## src/rtl/seq_arith_pkg.sv

```systemverilog
// Shared definitions for the sequential arithmetic blocks (seq_div, seq_mult):
// FSM state codes and the seven-segment glyphs used to display them.
package seq_arith_pkg;

  typedef enum logic [1:0] {
    S_IDLE = 2'd0,
    S_CALC = 2'd1,
    S_DONE = 2'd2,
    S_ERR  = 2'd3
  } state_t;

  // Segment order {g,f,e,d,c,b,a}, active-high
  localparam logic [6:0] SEG_0 = 7'b0111111;
  localparam logic [6:0] SEG_1 = 7'b0000110;
  localparam logic [6:0] SEG_2 = 7'b1011011;
  localparam logic [6:0] SEG_E = 7'b1111001;

endpackage : seq_arith_pkg

```

## src/rtl/seq_state_7seg.sv

```systemverilog
// Combinational decoder from the 2-bit FSM state code to a single
// seven-segment digit for board bring-up.
module seq_state_7seg
  import seq_arith_pkg::*;
(
  input  state_t     state,
  output logic [6:0] seg
);

  // Map each state to its display glyph
  always_comb begin
    seg = SEG_0;
    case (state)
      S_IDLE:  seg = SEG_0;
      S_CALC:  seg = SEG_1;
      S_DONE:  seg = SEG_2;
      S_ERR:   seg = SEG_E;
      default: seg = SEG_0;
    endcase
  end

endmodule : seq_state_7seg

```

## src/rtl/seq_div.sv

```systemverilog
// Sequential restoring divider: one quotient bit per clock, start/done_flag
// handshake, zero-divisor trap, and a state digit on seven_seg.
module seq_div
  import seq_arith_pkg::*;
#(
  parameter int DVD_W = 16,
  parameter int DVR_W = 8
) (
  input  logic             clk,
  input  logic             reset_a,
  input  logic [DVD_W-1:0] dataa,
  input  logic [DVR_W-1:0] datab,
  input  logic             start,
  output logic [DVD_W-1:0] quotient_out,
  output logic [DVR_W-1:0] remainder_out,
  output logic             done_flag,
  output logic             div_by_zero,
  output logic [6:0]       seven_seg
);

  localparam int CNT_W = $clog2(DVD_W + 1);

  state_t           state_r;
  logic [CNT_W-1:0] cnt_r;
  logic [DVD_W-1:0] q_r;
  logic [DVR_W-1:0] r_r;
  logic [DVR_W-1:0] d_r;

  logic [DVR_W:0]   t_s;
  logic             ge_s;
  logic [DVR_W-1:0] r_next_s;
  logic [DVD_W-1:0] q_next_s;

  // One restoring step: shift the next dividend bit into the partial remainder
  // (one bit wider than the divisor so the compare cannot overflow), subtract if it fits
  always_comb begin
    t_s      = {r_r, q_r[DVD_W-1]};
    ge_s     = (t_s >= {1'b0, d_r});
    q_next_s = {q_r[DVD_W-2:0], ge_s};
    if (ge_s) begin
      r_next_s = DVR_W'(t_s - {1'b0, d_r});
    end else begin
      r_next_s = t_s[DVR_W-1:0];
    end
  end

  // Control FSM, iteration registers and registered result ports
  always_ff @(posedge clk or negedge reset_a) begin
    if (!reset_a) begin
      state_r       <= S_IDLE;
      cnt_r         <= {CNT_W{1'b0}};
      q_r           <= {DVD_W{1'b0}};
      r_r           <= {DVR_W{1'b0}};
      d_r           <= {DVR_W{1'b0}};
      quotient_out  <= {DVD_W{1'b0}};
      remainder_out <= {DVR_W{1'b0}};
      done_flag     <= 1'b0;
      div_by_zero   <= 1'b0;
    end else begin
      case (state_r)
        S_IDLE, S_DONE, S_ERR: begin
          if (start) begin
            if (datab == {DVR_W{1'b0}}) begin
              state_r       <= S_ERR;
              quotient_out  <= {DVD_W{1'b1}};
              remainder_out <= {DVR_W{1'b0}};
              done_flag     <= 1'b1;
              div_by_zero   <= 1'b1;
            end else begin
              state_r     <= S_CALC;
              q_r         <= dataa;
              d_r         <= datab;
              r_r         <= {DVR_W{1'b0}};
              cnt_r       <= CNT_W'(DVD_W);
              done_flag   <= 1'b0;
              div_by_zero <= 1'b0;
            end
          end else begin
            state_r <= state_r;
          end
        end
        S_CALC: begin
          // start is deliberately ignored here: operands stay as latched
          q_r   <= q_next_s;
          r_r   <= r_next_s;
          cnt_r <= cnt_r - CNT_W'(1);
          if (cnt_r == CNT_W'(1)) begin
            state_r       <= S_DONE;
            quotient_out  <= q_next_s;
            remainder_out <= r_next_s;
            done_flag     <= 1'b1;
          end else begin
            state_r <= S_CALC;
          end
        end
        default: begin
          state_r <= S_IDLE;
        end
      endcase
    end
  end

  seq_state_7seg u_seg (
    .state (state_r),
    .seg   (seven_seg)
  );

endmodule : seq_div

```

## config.mk

```make
export PLATFORM = sky130hd
export DESIGN_NAME = seq_div
export DESIGN_NICKNAME = d
export VERILOG_FILES = /design/src/rtl/seq_arith_pkg.sv /design/src/rtl/seq_state_7seg.sv /design/src/rtl/seq_div.sv
export SDC_FILE = /design/constraint.sdc
export NUM_CORES = 1
export LEC_CHECK = 0
export CAP_MARGIN = 20
export CELL_PAD_IN_SITES_DETAIL_PLACEMENT = 1
export CELL_PAD_IN_SITES_GLOBAL_PLACEMENT = 2
export CORE_ASPECT_RATIO = 0.9
export CORE_MARGIN = 2
export CORE_UTILIZATION = 32
export DETAILED_ROUTE_END_ITERATION = 16
export HOLD_SLACK_MARGIN = 0.15
export PLACE_DENSITY = 0.89
export SLEW_MARGIN = 10
export SYNTH_ARGS = -nofsm -noshare
export SYNTH_HDL_FRONTEND = slang
export SYNTH_SLANG_ARGS = --single-unit
```

## constraint.sdc

```tcl
create_clock -name clk -period 2.25 [get_ports clk]
set_clock_uncertainty 0.05 [all_clocks]
set_input_delay 0.675 -clock clk [delete_from_list [all_inputs] [get_ports clk]]
set_output_delay 0.675 -clock clk [all_outputs]
set_load 0.01 [all_outputs]
```

==> metrics.md, run 1 <==
| Metric | Value |
|---|---|
| Outcome | complete, no violations |
| Final setup fails | 0 |
| Cts bufs inserted | 9 |
| Synth cell types | 50 |
| CTS root buf | clkbuf_16 |
| Fmax | about 460 MHz |
| Number of global-route vias before repair | between 3000 and 4000 |
| Cell taking the most area after synthesis | dfrtp_1 |
| Routed wire length | 9940 um |
| Std cell rows | 35 |
| Gate power share | 0.529 |
| Post-DP HPWL | around 7000 um |
| Die width | around 110 um |
| Flop pwr share | 0.276 |
| Max Buffers Root-to-Sink | 2 |
| Die height | between 100 and 150 um |
| Slowest CP cell | clkdlybuf4s50_1 |
| Die Area | approximately 11000 um^2 |
| Final nets | 487 |
| Clock transition at the registers of the reported paths | around 60 ps |
| Count of state elements after synthesis | 65 |
| Share of the synthesized area in the top cell type | 0.492 |
| Clock network fraction of total power | 0.194 |
| Fin crit share | 0.973 |
| Vias per Instance | between 5 and 6 |
| YS warnings | 0 |
| Syn Area/Cell | between 9 and 10 um^2 |
| CP Max Fanout | 3 |
| Worst EP required | around 2400 ps |
| Worst Max-Slew Pin Slew | between 500 and 600 ps |
| Tightest Hold Check Type | in2async |
| Sink Count | 65 |
| Num ports | 60 |
| Net count after synthesis | ~400 |
| CP max stage delay | between 400 and 500 ps |
| Final Hold Vio Count | 0 |
| Element type at the critical path end | register |
| Net Sw Power | between 0.003 and 0.004 W |
| ANT nets after route | 0 |
| Hold_ws | 277 ps |
| Switching Fraction | 0.401 |
| Count leader, synth | dfrtp_1 |
| Crit path DAT | roughly 2300 ps |
| Max Transition Viols Final | 0 |
| Area Overhead vs Synth | 42.7% |
| Maximum vdd ir drop | about 0.63 mV |
| Largest net degree at the start of global routing | 45 |
| PD cells | 1680 nW/um^2 |
| Final setup TNS | 0 ps |
| Core Area | approximately 10000 um^2 |
| Post-synth EDFFs | 0 |
| WS Path Type | in2reg |
| Max cap viols | 0 |
| Fraction of layout cells with a size suffix above 1 | 0.192 |
| Seq. cell area | 1630 um^2 |
| Crit-path cells | clkdlybuf4s50_1 > nor4_2 > buf_4 > nand2_2 > a21oi_2 > buf_4 > nor3_1 > or3b_1 |
| Total track usage | 0.185 |
| Gr ovfl total | 0 |
| Commonest cells in the netlist | dfrtp_1 (65), nand2_1 (46), nor2_1 (39), o21ai_0 (35), nor3_1 (21) |
| Cells after Synth | around 350 |
| TritonCTS clock tree | built |
| Crit start category | primary input |
| RePlAce Congestion | about 0.85 |
| Main synth FF type | dfrtp_1 |
| H-tree depth | 3 |
| Mapped cell area | ~3300 um^2 |
| P_leak | roughly 2.1 nW |
| IO Port Bufs | 59 |
| Drt pass-1 iters | 4 |
| Initial antenna violation count | 0 |
| Clk Latency, worst-skew pair | 330 ps |
| Slew HR | 0.620 |
| Ant diodes | 0 |
| Multi-input logic area | 1600 um^2 |
| DRT iter0 DRCs | 81 |
| Async S/R FF share, synth | 1.00 |
| First-pass GRT wire length | 16500 um |
| Initial Util | 0.326 |
| DRC Markers | 0 |
| Post-synthesis sequential area ratio | 0.492 |
| P_int | roughly 0.0048 W |
| Critical path's most frequent cell | buf_4 |
| Synth area leaders | dfrtp_1 (49%), ha_1 (6.1%), o21ai_0 (5.3%) |
| Wirelength per Cell | ~17 um |
| Vias post-DR | approximately 3000 |
| Post-layout min period | between 2000 and 2500 ps |
| FILL cells | roughly 1200 |
-- layer usage --
| metal | global-route usage | part of all wire | up-vias |
|---|---|---|---|
| met4 | 0.0598 | 0.015 | 0 |
| li1 | - | - | 1399 |
| met3 | 0.0313 | 0.034 | 13 |
| met2 | 0.329 | 0.50 | 66 |
| met5 | 0 | 0 | - |
| met1 | 0.232 | 0.45 | 1492 |
-- placed cells by master, fill, tap and decap left out, types with 4 or more instances in the layout --
master	n
buf_4	36
nand2_1	44
nor2_1	39
inv_1	19
o21ai_0	35
ha_1	13
clkdlybuf4s50_1	50
a32oi_1	5
a21oi_2	4
a21oi_1	5
nand3_1	5
nor3_1	21
dfrtp_1	64
mux2i_1	17
dlygate4sd2_1	5
clkbuf_16	9
-- cell type report --
type,count,share of cell area
clock buffer,10,0.0506
clock inverter,6,0.0193
inverter,20,0.0159
multi-input combinational,247,0.339
sequential,65,0.345
tap,129,0.0342
timing repair buffer,100,0.196
-- stage by stage --
stage                     worst slack, ps  cell area [um^2]  total power [W]  std cells   util
final                                61.4              4720          0.00795        577  0.465
after global routing                -16.6              4720          0.00856        577  0.465
after CTS                            9.18              4650          0.00781        576  0.458
after detailed placement             -394              4270          0.00615        557  0.421
after global placement               -321              4270          0.00593        557  0.421
after floorplan                       135              3310          0.00447        351      -
-- registers in the layout, summed over array words and instances, names as in the netlist --
register / count
done_flag: 1
q_r: 16
r_r: 8
d_r: 8
remainder_out: 8
div_by_zero: 1
state_r: 2
quotient_out: 16
cnt_r: 5
-- power by group through the flow --
stage | clock network [W] | registers (W) | logic [W]
floorplan | 0 | 0.00218 | 0.00229
detailed placement | 0 | 0.00221 | 0.00394
finish | 0.00155 | 0.00220 | 0.00421
CTS | 0.00157 | 0.00220 | 0.00404
global route | 0.00162 | 0.00227 | 0.00467
global placement | 0 | 0.00218 | 0.00375
-- worst max-delay path, delay by kind of cell --
family	cells	cell delay, ps
buf+inv	3	740
compound gates	1	180
simple gates	4	750
-- what timing repair did --
item                       in CTS  in global routing
pin swaps                       1                  3
hold buffers                    0                  0
setup buffers                   3                  1
setup endpoints to repair      31                 41
hold endpoints to repair        0                  0
cloned                          0                  0
resized for setup              23                 14
-- path summary, 6_finish.rpt --
path | startpoint | to | slack (ps) | cells past startpoint
max reg2reg | state_r[1] | cnt_r[4] | 110 | 8
min reg2reg | q_r[15] | q_r[15] | 450 | 2
max | datab[4] | cnt_r[4] | 60 | 8
min in group clk | q_r[15] | q_r[15] | 450 | 2
min | reset_a | quotient_out[5] | 280 | 2
max in group asynchronous | reset_a | r_r[3] | 1360 | 2
-- kinds of logic after synthesis --
| group | Yosys count | share of synthesized area |
|---|---|---|
| fa+ha+maj | 17 | 0.0666 |
| buf+inv | 39 | 0.0518 |
| compound gates | 74 | 0.139 |
| mux | 20 | 0.0616 |
| xor+xnor | 3 | 0.00794 |
| simple gates | 133 | 0.181 |
| flops | 65 | 0.492 |
No activity file was read; power rests on OpenSTA's default activity.
==> run 2: changes to the inputs <==
- CORE_MARGIN: 2 -> unset
==> run 2 against run 1 <==
Clock power fell by 9.7%. Die area shrank 3.8%. Via count fell by 1.3%. Sequential share of layout area fell by 0.86 points. Clock-buffer cell count rose by 2. Fmax down 1.8%. Critical path type unchanged. Critical endpoint unchanged. Largest cell class is now multi-input gates. Largest power group unchanged.
==> metrics.md, run 2 (same netlist as run 1, synthesis figures left out) <==
| Metric | Value |
|---|---|
| Clk Latency, worst-skew pair | between 300 and 400 ps |
| Drt pass-1 iters | 4 |
| Num ports | 60 |
| Reg-to-Reg End | remainder_out[6] |
| Worst EP required | 2390 ps |
| Gr ovfl total | 0 |
| Most common cell after layout, fill and taps aside | dfrtp_1 |
| Layout Utilization | 0.491 |
| Fin crit share | 0.990 |
| Worst Max-Slew Pin Slew | ~400 ps |
| Pre-CTS WS | -391 ps |
| CP Max Fanout | 3 |
| ANT nets after route | 0 |
| CTS root buf | clkbuf_16 |
| Area Overhead vs Synth | 46.4% |
| Fmax | roughly 450 MHz |
| Crit path DAT | 2370 ps |
| Vias post-DR | approximately 2900 |
| Std cell rows | 34 |
| Post-layout min period | between 2000 and 2500 ps |
| Fraction of layout cells with a size suffix above 1 | 0.201 |
| Crit start category | primary input |
| Vias per Instance | 5.07 |
| Outcome | complete, no violations |
| Max Buffers Root-to-Sink | 2 |
| Clock transition at the registers of the reported paths | 60 ps |
| Initial Util | 0.335 |
| IO Port Bufs | 59 |
| Routed wire length | between 9000 and 10000 um |
| Worst r2r src | q_r[15] |
| Post-DP HPWL | around 6600 um |
| Die width | ~110 um |
| TritonCTS clock tree | built |
| Sink Count | 65 |
| Die Area | 10700 um^2 |
| PD cells | 1620 nW/um^2 |
| Final Hold Vio Count | 0 |
| Final setup fails | 0 |
| Hold_ws | slightly below 300 ps |
| Element type at the critical path end | register |
| Placed Instance Area | between 4000 and 5000 um^2 |
| Maximum vdd ir drop | roughly 0.61 mV |
| P_leak | around 2.2 nW |
| Final nets | 492 |
| Number of global-route vias before repair | between 3000 and 4000 |
| Largest net degree at the start of global routing | 66 |
| Largest registers | q_r x16, quotient_out x16 |
| Die height | approximately 100 um |
| Reg2reg path depth | 8 |
| Wirelength per Cell | roughly 17 um |
| First-pass GRT wire length | roughly 16000 um |
| Initial antenna violation count | 0 |
| Cts bufs inserted | 9 |
| H-tree depth | 3 |
| RePlAce Congestion | 0.768 |
| WS Path Type | in2reg |
| DRT iter0 DRCs | roughly 120 |
| Max cap viols | 0 |
| Finished Cell Area | approximately 4800 um^2 |
| DRC Markers | 0 |
| Hold-fix buffers, CTS | 0 |
| Min setup slack post-route | about 22 ps |
| Slew HR | 0.730 |
| Max Transition Viols Final | 0 |
| Total track usage | 0.188 |
| Core Area | ~10000 um^2 |
| Tightest Hold Check Type | in2async |
| Most frequent cells in the layout | dfrtp_1 (64), clkdlybuf4s50_1 (46), nand2_1 (45), nor2_1 (39), buf_4 (34) |
| Reg2reg setup slack | approximately 110 ps |
| Ant diodes | 0 |
-- run 2: report_power, final --
part | total (W) | internal, W | leakage [nW] | switching [W]
registers | 0.00219 | 0.00176 | 0.745 | 0.000431
logic | 0.00425 | 0.00208 | 1.33 | 0.00217
clock network | 0.00140 | 0.000908 | 0.148 | 0.000495
-- run 2: worst max-delay path by stage --
stage	startpoint	endpoint	depth (start not counted)	slack (ps)
after floorplan	state_r[1]	seven_seg[2]	5	130
after global placement	datab[5]	q_r[7]	8	-370
after detailed placement	datab[5]	q_r[12]	8	-390
after CTS	state_r[0]	seven_seg[6]	4	-80
after global routing	datab[3]	q_r[15]	9	-40
final	datab[5]	cnt_r[4]	9	20
-- run 2: what timing repair did --
item / 4_1_cts / 5_1_grt
buffers inserted: 4 / 4
gates cloned: 0 / 3
pin swaps: 0 / 6
gates resized for setup: 28 / 30
endpoints found under the setup margin: 42 / 54
-- run 2: worst max-delay path, cell delays in order --
cell and delay [ps]:
clkdlybuf4s50_1 530, nor4_4 50, buf_4 150, nand2_4 60
buf_4 140, a21oi_4 60, buf_4 140, o21ai_0 180
or3b_1 370
-- run 2: area by class of cell --
type                    count  area (um^2)
clock buffers              12          256
clock inverters             3         40.0
fillers                  1129         5030
inverters                  20         75.1
multi-input cells         247         1630
flip-flops and latches     65         1630
well taps                 126          158
repair buffers            105         1060
-- run 2: metal layers --
metal  track usage  up-vias  wire length (um)
met3        0.0251       17               276
met1         0.244     1461              4440
met4        0.0718        0               195
li1              -     1405                 -
met5             0        -                 0
met2         0.317       49              4940
-- run 2: through the flow --
step / power, W / std cells / setup TNS [ps]
after floorplan: 0.00447 / 351 / 0
after global placement: 0.00591 / 552 / -16320
after detailed placement: 0.00611 / 552 / -16800
after CTS: 0.00760 / 571 / -75.7
after global routing: 0.00841 / 578 / -70.0
final: 0.00785 / 578 / 0
==> RTL change (flow settings as in run 2) <==
`DVD_W`: 16 -> 32.
--- a/src/rtl/seq_div.sv
+++ b/src/rtl/seq_div.sv
@@ -4,5 +4,5 @@
   import seq_arith_pkg::*;
 #(
-  parameter int DVD_W = 16,
+  parameter int DVD_W = 32,
   parameter int DVR_W = 8
 ) (
Interface: changed (resized dataa and quotient_out); port bits go from 60 to 92. No check against the original RTL was run, so the function may have changed too.
==> RTL change against run 2 <==
Sequential share of layout area is 3.6 points higher; worst setup slack improved by 0.025 ns; design area is 36% higher; synthesized area grew 46%; maximum frequency is 1.1% higher; die area up 45%; sequential cell count grew 33; power grew 22%; sequential power is 50% higher; routed wire length rose by 46%; critical path type is now reg -> out.
==> RTL change: results <==
{
  "cp_slowest_stage_delay_ns": 0.41,
  "synthMuxAreaShare": 0.06634,
  "first_iter_violations": 256,
  "dp_hpwl_mm": 9.318,
  "crit_slowest_cell": "dfrtp_1",
  "synthTopCellsByCount": "dfrtp_1 (98), nor2_1 (75), nand2_1 (62)",
  "seq_power_w": 0.00329,
  "reg_top3": "q_r x32, quotient_out x32",
  "track_usage": 0.1945,
  "grtUsageMet3": 0.04118,
  "vias_per_cell": 5.063,
  "fmax_mhz": 453.9,
  "routed.top_layer": "met4",
  "crit_fanout": 6,
  "seq_area_frac_synth": 0.5079,
  "drt-met1-wl_mm": 6.277,
  "dp.cells": 786,
  "pwr-share-clk": 0.184,
  "fin_cells": 816,
  "criticalPathCategory": "reg -> out",
  "wl_met2_mm": 7.271,
  "grt_pass1_vias": 4529,
  "grt_start_max_net_pins": 99,
  "synth_xor_area_frac": 0.001814,
  "yosys-top-cells-area": "dfrtp_1 (51%), mux2i_1 (6.6%), nor2_1 (5.8%), nand2_1 (4.8%), ha_1 (4.1%)",
  "whs_ns": 0.3034,
  "grt_util_met2": 0.3307,
  "synth_compound_area_frac": 0.1278,
  "insertion_delay_ns": 0.36,
  "status": "finished, final reports clean",
  "netlist_instances": 502,
  "grt_pass1_wl_mm": 23.52,
  "dr_wl_met3_um": 516,
  "powerDensity_nw_per_um2": 1450,
  "max-vdd-ir-drop_mv": 0.5839,
  "r2r_end": "cnt_r[4]",
  "drive_above_1_share": 0.1424,
  "gp_congestion": 0.7704,
  "worstReg2RegStart": "state_r[0]",
  "syn-num-nets": 562,
  "io_buffer_count": 91,
  "total_leakage_power_nw": 2.929,
  "critPathArrivalTime_ns": 1.48,
  "post-place-ws_ns": -0.5395,
  "finalNetCount": 673,
  "critical_path.endpoint": "seven_seg[2]",
  "first_pass_iters": 5,
  "synth_warnings": 0,
  "worst_pin_slew_ns": 0.7051,
  "use_met1": 0.2402,
  "placed_area_um2": 6035
}
RTL change: changes by cell type in the layout (fill, tap and decap cells not counted), sizes merged, moves of 15 or more:
cell | before | now
nor2 | 39 | 75
clkdlybuf4s50 | 46 | 75
nor3 | 21 | 39
dfrtp | 65 | 98
nand2 | 46 | 62
mux2i | 17 | 32
RTL change: area by class of cell:
cell class / instances / area (µm²)
well taps: 198 / 247.7
clock inverters: 6 / 93.84
inverters: 18 / 67.56
flip-flops and latches: 98 / 2452
repair buffers: 132 / 1333
clock buffers: 10 / 239.0
fillers: 1684 / 8123
multi-input cells: 354 / 2158
RTL change: repair_timing:
| item | in CTS | in global routing |
|---|---|---|
| endpoints found under the setup margin | 94 | 73 |
| gates cloned | 5 | 0 |
| gates resized for setup | 37 | 25 |
| buffers inserted | 8 | 3 |
| pin swaps | 6 | 13 |
RTL change: critical path, delay by kind of cell, from the launching register on:
kind	cells	cell delay, ns
fa+ha+maj	1	0.17
buf+inv	2	0.27
flops	1	0.41
simple gates	1	0.28
